[src/rtl/pulse_meas_pkg.sv]
// Shared types and default sizes for the pulse width meter.
package pulse_meas_pkg;

    localparam int unsigned CNT_W_DEF  = 16;
    localparam int unsigned DROP_W_DEF = 8;

    typedef enum logic {
        IDLE    = 1'b0,
        MEASURE = 1'b1
    } state_t;

endpackage

[src/rtl/sat_counter.sv]
// Up-counter with synchronous clear, load-to-one and saturation at all ones.
module sat_counter #(
    parameter int unsigned W = 8
) (
    input  logic         clk,
    input  logic         rst_n,
    input  logic         clr,
    input  logic         load1,
    input  logic         inc,
    output logic [W-1:0] count,
    output logic         at_max
);

    logic [W-1:0] r_count;

    assign count  = r_count;
    assign at_max = (r_count == '1);

    always_ff @(posedge clk or negedge rst_n) begin
        if (!rst_n) begin
            r_count <= '0;
        end else if (clr) begin
            r_count <= '0;
        end else if (load1) begin
            r_count <= {{(W-1){1'b0}}, 1'b1};
        end else if (inc && !at_max) begin
            r_count <= r_count + 1'b1;
        end
    end

endmodule

[src/rtl/pulse_width_meter.sv]
// Measures high time between rise/fall pulses; results go to a one-entry
// valid/ready register, and results arriving while it is blocked are counted as drops.
module pulse_width_meter
    import pulse_meas_pkg::*;
#(
    parameter int unsigned CNT_W  = CNT_W_DEF,
    parameter int unsigned DROP_W = DROP_W_DEF
) (
    input  logic              clk,
    input  logic              rst_n,
    input  logic              clear,
    input  logic              rise_pulse,
    input  logic              fall_pulse,
    output logic [CNT_W-1:0]  width_out,
    output logic              width_sat,
    output logic              width_valid,
    input  logic              width_ready,
    output logic [DROP_W-1:0] drop_cnt
);

    state_t r_state;
    state_t w_state_nxt;

    logic             w_cnt_clr;
    logic             w_cnt_load1;
    logic             w_cnt_inc;
    logic             w_capture;
    logic [CNT_W-1:0] w_cnt;
    logic             w_cnt_at_max;

    logic             w_drop;
    logic             w_drop_at_max;

    logic [CNT_W-1:0] r_width_out;
    logic             r_width_sat;
    logic             r_width_valid;

    sat_counter #(.W(CNT_W)) u_width_cnt (
        .clk    (clk),
        .rst_n  (rst_n),
        .clr    (w_cnt_clr),
        .load1  (w_cnt_load1),
        .inc    (w_cnt_inc),
        .count  (w_cnt),
        .at_max (w_cnt_at_max)
    );

    sat_counter #(.W(DROP_W)) u_drop_cnt (
        .clk    (clk),
        .rst_n  (rst_n),
        .clr    (clear),
        .load1  (1'b0),
        .inc    (w_drop && !w_drop_at_max),
        .count  (drop_cnt),
        .at_max (w_drop_at_max)
    );

    always_ff @(posedge clk or negedge rst_n) begin
        if (!rst_n) begin
            r_state <= IDLE;
        end else begin
            r_state <= w_state_nxt;
        end
    end

    always_comb begin
        w_state_nxt = r_state;
        w_cnt_clr   = 1'b0;
        w_cnt_load1 = 1'b0;
        w_cnt_inc   = 1'b0;
        w_capture   = 1'b0;
        if (clear) begin
            w_state_nxt = IDLE;
            w_cnt_clr   = 1'b1;
        end else begin
            unique case (r_state)
                IDLE: begin
                    if (rise_pulse) begin
                        w_cnt_load1 = 1'b1;
                        w_state_nxt = MEASURE;
                    end
                end
                MEASURE: begin
                    // Simultaneous rise+fall closes this pulse and opens the next one.
                    if (fall_pulse) begin
                        w_capture = 1'b1;
                        if (rise_pulse) begin
                            w_cnt_load1 = 1'b1;
                        end else begin
                            w_cnt_clr   = 1'b1;
                            w_state_nxt = IDLE;
                        end
                    end else if (rise_pulse) begin
                        w_cnt_load1 = 1'b1;
                    end else begin
                        w_cnt_inc = 1'b1;
                    end
                end
                default: w_state_nxt = IDLE;
            endcase
        end
    end

    assign w_drop = w_capture && r_width_valid && !width_ready;

    always_ff @(posedge clk or negedge rst_n) begin
        if (!rst_n) begin
            r_width_out   <= '0;
            r_width_sat   <= 1'b0;
            r_width_valid <= 1'b0;
        end else if (clear) begin
            r_width_out   <= '0;
            r_width_sat   <= 1'b0;
            r_width_valid <= 1'b0;
        end else if (w_capture) begin
            if (!r_width_valid || width_ready) begin
                r_width_out   <= w_cnt;
                r_width_sat   <= w_cnt_at_max;
                r_width_valid <= 1'b1;
            end
        end else if (width_ready) begin
            r_width_valid <= 1'b0;
        end
    end

    assign width_out   = r_width_out;
    assign width_sat   = r_width_sat;
    assign width_valid = r_width_valid;

endmodule

[config.mk]
export PLATFORM = sky130hd
export DESIGN_NAME = pulse_width_meter
export DESIGN_NICKNAME = d
export VERILOG_FILES = /design/src/rtl/pulse_meas_pkg.sv /design/src/rtl/sat_counter.sv /design/src/rtl/pulse_width_meter.sv
export SDC_FILE = /design/constraint.sdc
export NUM_CORES = 1
export LEC_CHECK = 0
export ABC_CLOCK_PERIOD_IN_PS = 2000
export CAP_MARGIN = 20
export CORE_MARGIN = 10
export CORE_UTILIZATION = 40
export CTS_BUF_LIST = sky130_fd_sc_hd__clkbuf_2
export CTS_CLUSTER_SIZE = 12
export DETAILED_ROUTE_END_ITERATION = 16
export PLACE_DENSITY = 0.73
export SLEW_MARGIN = 30
export SYNTH_ARGS = -nofsm -noshare
export SYNTH_HDL_FRONTEND = slang
export SYNTH_SLANG_ARGS = --single-unit
[constraint.sdc]
create_clock -name clk -period 2 [get_ports clk]
set_input_delay 0.3 -clock clk [delete_from_list [all_inputs] [get_ports clk]]
set_output_delay 0.3 -clock clk [all_outputs]
set_load 0.005 [all_outputs]
Word level (Yosys, flattened, before mapping). Index checks and enable logic that the tools add are counted. W data, S select, Z words.

Reductions and logical operators: 17. Add/sub/neg operators: 2. Bitwise logic cells: 1. Equality and inequality tests: 3. Mux-type cells: 30.

Operators with widths (count): $mux W16 (6); $mux W1 (21); $add A16 B1 Y16 const B (1); $eq A16 B16 Y1 const B (1); $mux W8 (2); $add A8 B1 Y8 const B (1); $eq A8 B8 Y1 const B (1); $reduce_bool A2 Y1 (3); $reduce_bool A3 Y1 (2); $logic_and A1 B1 Y1 (5); $logic_not A1 Y1 (4); $reduce_and A2 Y1 (2); $ne A3 B2 Y1 const B (1); $pmux W1 S2 (1); $logic_or A1 B1 Y1 (1); $not A1 Y1 (1).

Register bits: 43. Bits of input ports: 6.

Longest topological paths before layout.
Depth after elaboration: 9. Gate-level depth with buffers: 7. Mapped depth without buffers: 5.

Modules after synthesis. From an unflattened synthesis, not the netlist that was laid out.

Cell total of the unflattened synthesis: 194. Area total of the unflattened synthesis: 2164.6 µm².

By module, submodules not included: sat_counter (u_width_cnt) (area each 877.1 µm², cells each 93, times used 1, sequential area each 400.4 µm²); pulse_width_meter (area each 770.7 µm², cells each 52, times used 1, sequential area each 475.5 µm²); sat_counter (u_drop_cnt) (area each 516.7 µm², cells each 49, times used 1, sequential area each 200.2 µm²).

Worst setup path before layout. Ideal clock, no wire load.

Kind: reg2reg. Start point: reg u_width_cnt.r_count[0], in the netlist u_width_cnt.count[0]. End point: reg u_width_cnt.r_count[15], in the netlist u_width_cnt.count[15]. Setup time: 0.078 ns. Required time: 1.922 ns. Period minus slack after synthesis: 1.688 ns. Stages on the path, launching flop included: 6. Slack: 0.312 ns. Buffers on the path: 0. Data arrival time: 1.610 ns. Cells stage by stage: dfrtp_1 ha_1 nand2_1 o2111ai_1 or4_1 a21oi_1.

Cells in the longest elaborated chain, start to end: 4. Elaborated cells between the ends (all ways): 8.

RTL lines: from (decl) (line sat_counter.sv:14) `logic [W-1:0] r_count;`; from (signal assigned) (line sat_counter.sv:25) `r_count <= {{(W-1){1'b0}}, 1'b1};`; from (signal assigned) (line sat_counter.sv:27) `r_count <= r_count + 1'b1;`; $add A16 B1 Y16 or $eq A16 B16 Y1 (tied branches) (line sat_counter.sv:27, sat_counter.sv:17); $mux W16 or $logic_not A1 Y1 (tied branches) (line sat_counter.sv:26) `end else if (inc && !at_max) begin`; $mux W16 or $logic_and A1 B1 Y1 (tied branches) (line sat_counter.sv:24, sat_counter.sv:26); $mux W16 or $reduce_bool A3 Y1 (tied branches).

Parallel ways exist; a longest one is shown, timed or not. The select of a mux whose other input is x is not followed. A chain may end at the register's enable or synchronous reset.

Worst setup path in the final report.
Start point: reg u_width_cnt.r_count[0], in the netlist u_width_cnt.count[0]. End point: reg u_width_cnt.r_count[5], in the netlist u_width_cnt.count[5].

Same word-level chain as after synthesis.

==> impl_metrics.py <==
metrics = {
    "logic_synthesis": {
        "syn_area_per_cell_um2": 9.04,
        "yosys.area.top_type_share_pct": 49.4,
        "synth_mux_area_share_pct": 0.460,
        "synth_top_family_by_area": "simple AND/OR/NAND/NOR gates",
        "synth_top_area_cell": "dfrtp_1",
        "synth_flop_cell": "dfrtp_1",
        "synth-compound-area-share_pct": 16.3,
        "synth.distinct_cells": 39,
        "synthesis.nets": 249,
        "seq_area_frac_synth_pct": 49.4,
        "yosysMostFrequentCell": "nand2_1",
        "synth-async-reset-ratio_pct": 100,
        "synth_fa_ha_area_share_pct": 1.15,
        "syn_area_um2": 2180,
        "synth-simple-area-share_pct": 28.0,
        "synth-edff-count": 0,
        "ys_seq_elements": 43,
        "yosysWarnings": 0,
        "ys_top_cells_by_area": "dfrtp_1 (49%), nand2_1 (8.8%), a21oi_1 (7.6%), nor2_1 (2.4%), o31ai_1 (2.1%)",
        "synth-xor-area-share_pct": 1.61,
        "netlist_top_cells_count": "nand2_1 (51), dfrtp_1 (43), a21oi_1 (33)",
        "synthCells": 241,
    },
    "timing": {
        "skew_ns": 0.0286,
        "layout_min_cycle_time_ns": 1.84,
        "slew_headroom_pct": 63.7,
        "period_share_pct": 91.8,
        "setup_viol": 0,
        "rsz0062_at_grt": "no",
        "whs_ns": 0.434,
        "fin_ws_ns": 0.164,
        "max_clock_freq_mhz": 545,
        "hold_viol_final": 0,
        "drv_slew": 0,
        "tns_ns": 0,
        "tightest_slew_ns": 0.545,
    },
    "worst_setup_path": {
        "cp-endpoint": "u_width_cnt.count[5]",
        "path_cells": "ha_1 -> nand4_1 -> nor4_2 -> buf_4 -> or4_1 -> a21oi_1",
        "critPathCaptureType": "flip-flop",
        "required_ns": 2.35,
        "crit_type": "flip-flop to flip-flop",
        "worst-path-buf-inv": 1,
        "cp_num_cells": 6,
        "rrSetupSlack_ns": 0.16,
        "critPathLaunch": "u_width_cnt.count[0]",
        "cpPeakStageDelay_ns": 0.48,
        "r2r-start": "u_width_cnt.count[0]",
        "cp_top_family": "simple AND/OR/NAND/NOR gates",
        "critPathSlowestCell": "dfrtp_1",
        "worst_ep_arrival_time_ns": 2.19,
        "startpoint_type": "flip-flop",
        "reg2regPathDepth": 6,
        "cp_max_fo": 13,
        "r2r_end": "u_width_cnt.count[5]",
    },
    "place": {
        "placed_cell_area_um2": 2650,
        "gp_congestion": 0.847,
        "port_buffers": 31,
        "hpwlAfterDp_um": 3790,
        "dp_cells": 348,
        "dpl_worst_slack_ns": -0.0936,
    },
    "floorplanning": {
        "dieArea_um2": 8800,
        "io_pins": 32,
        "die_h_um": 93.8,
        "start_util_pct": 41.9,
        "die_w_um": 93.8,
        "num_rows": 26,
        "core-area_um2": 5200,
    },
    "drt": {
        "antenna_left": 0,
        "drc": 0,
        "avgViaCountPerCell": 5.46,
        "dr.first_iter.drc_count": 108,
        "wl_um": 5210,
        "avgRoutedWirePerCell_um": 14.6,
        "vias": 1950,
        "first_pass_iters": 4,
    },
    "grt": {
        "grt_max_degree": 44,
        "grt_overflow": 0,
        "grt_pass1_wl_um": 9020,
        "antenna_found_initial": 0,
        "grt_pass1_vias": 1928,
        "grt_use_total_pct": 12.4,
    },
    "power_and_ir_drop": {
        "cellPowerDensity_nw_per_um2": 499,
        "vdd_drop_max_mv": 0.203,
        "finalPower_mw": 1.35,
        "p_leak_nw": 1.04,
    },
    "final_layout": {
        "area_growth_syn_to_layout_pct": 23.9,
        "drive_gt1_share_pct": 10.5,
        "final_cells": 357,
        "fin_util_pct": 51.9,
        "antenna_cells": 0,
        "nets": 294,
        "stdcell_area_um2": 2700,
    },
    "clock_network": {
        "path_clk_slew_ns": 0.24,
        "clockRootBuffer": "clkbuf_2",
        "clk_latency_ns": 0.43,
        "cts_tree": "done",
        "htreeDepth": 2,
        "cts_setup_buffers": 0,
        "cts_made_buffers": 5,
        "cts_resized": 0,
        "clock_path_buffers": 2,
        "clock-sinks": 43,
    },
    "min_path": {
        "hold_path_class": "primary input to asynchronous set/reset pin",
    },
    "outcome": {
        "status": "complete, no violations",
    },
    "run": {
        "maxCapViolations": 0,
    },
}
cells in the final DEF (no fill, tap or decap), types with 2 or more instances in the layout:
cell type	n
nand2_1	51
dfrtp_1	43
a21oi_1	33
clkdlybuf4s50_1	30
buf_4	18
nor2_1	14
nand3_1	7
or3_1	7
nand4_1	6
o21ai_0	6
o31ai_1	6
o211ai_1	5
or4_1	5
clkbuf_2	5
xor2_1	4
o21ai_1	4
inv_1	3
and4_1	3
nor4_2	3
nor3_1	3
nor2b_1	2
and2_1	2
and3_1	2
o2111ai_1	2
or3b_1	2
a31oi_1	2
ha_1	2
clkinv_1	2
report_power, final:
group	internal [mW]	switching (mW)	total (mW)
Sequential	0.876	0.00608	0.882
Clock	0.0777	0.288	0.365
Combinational	0.0358	0.0631	0.0989
Total	0.990	0.357	1.35
flip-flops by register name (all words and copies together) (netlist names):
register and flops:
u_drop_cnt.count 8, u_width_cnt.count 16, width_out 16, width_sat 1, width_valid 1, r_state 1
metal layers:
metal,up-vias,wire length (µm),GRT usage [%],share of wire [%]
li1,964,-,-,-
met1,949,2410,15.4,46
met2,31,2440,20.2,47
met5,-,0,0,0
met3,6,300,3.92,5.8
met4,0,49,3.67,0.94
worst min-delay path by stage:
stage                     slack, ns              endpoint  cells past startpoint
after floorplan               0.004               r_state                      0
after detailed placement       0.41  u_width_cnt.count[2]                      2
final                          0.43  u_width_cnt.count[6]                      3
after CTS                      0.45  u_width_cnt.count[6]                      3
after global routing           0.50  u_width_cnt.count[6]                      3
after global placement         0.42  u_width_cnt.count[9]                      2
cells by family after synthesis:
group           after synthesis
simple gates                115
compound gates               61
flops                        43
buf+inv                      15
xor+xnor                      4
fa+ha+maj                     2
mux                           1
tightest hold or removal path, stage by stage:
cell and delay, ns:
dlygate4sd3_1 0.52, buf_2 0.09, buf_4 0.45
timing repair:
item                                   CTS  global route
setup endpoints to repair                0             0
hold buffers                             1             0
endpoints found under the hold margin   43             0
cell type report:
type | count | area (µm²)
clock buffers | 5 | 25.0
clock inverters | 3 | 15.0
fillers | 487 | 2510
inverters | 3 | 11.3
multi-input cells | 183 | 1030
flip-flops and latches | 43 | 1080
well taps | 70 | 87.6
repair buffers | 50 | 450
No activity file was read; power rests on OpenSTA's default activity.
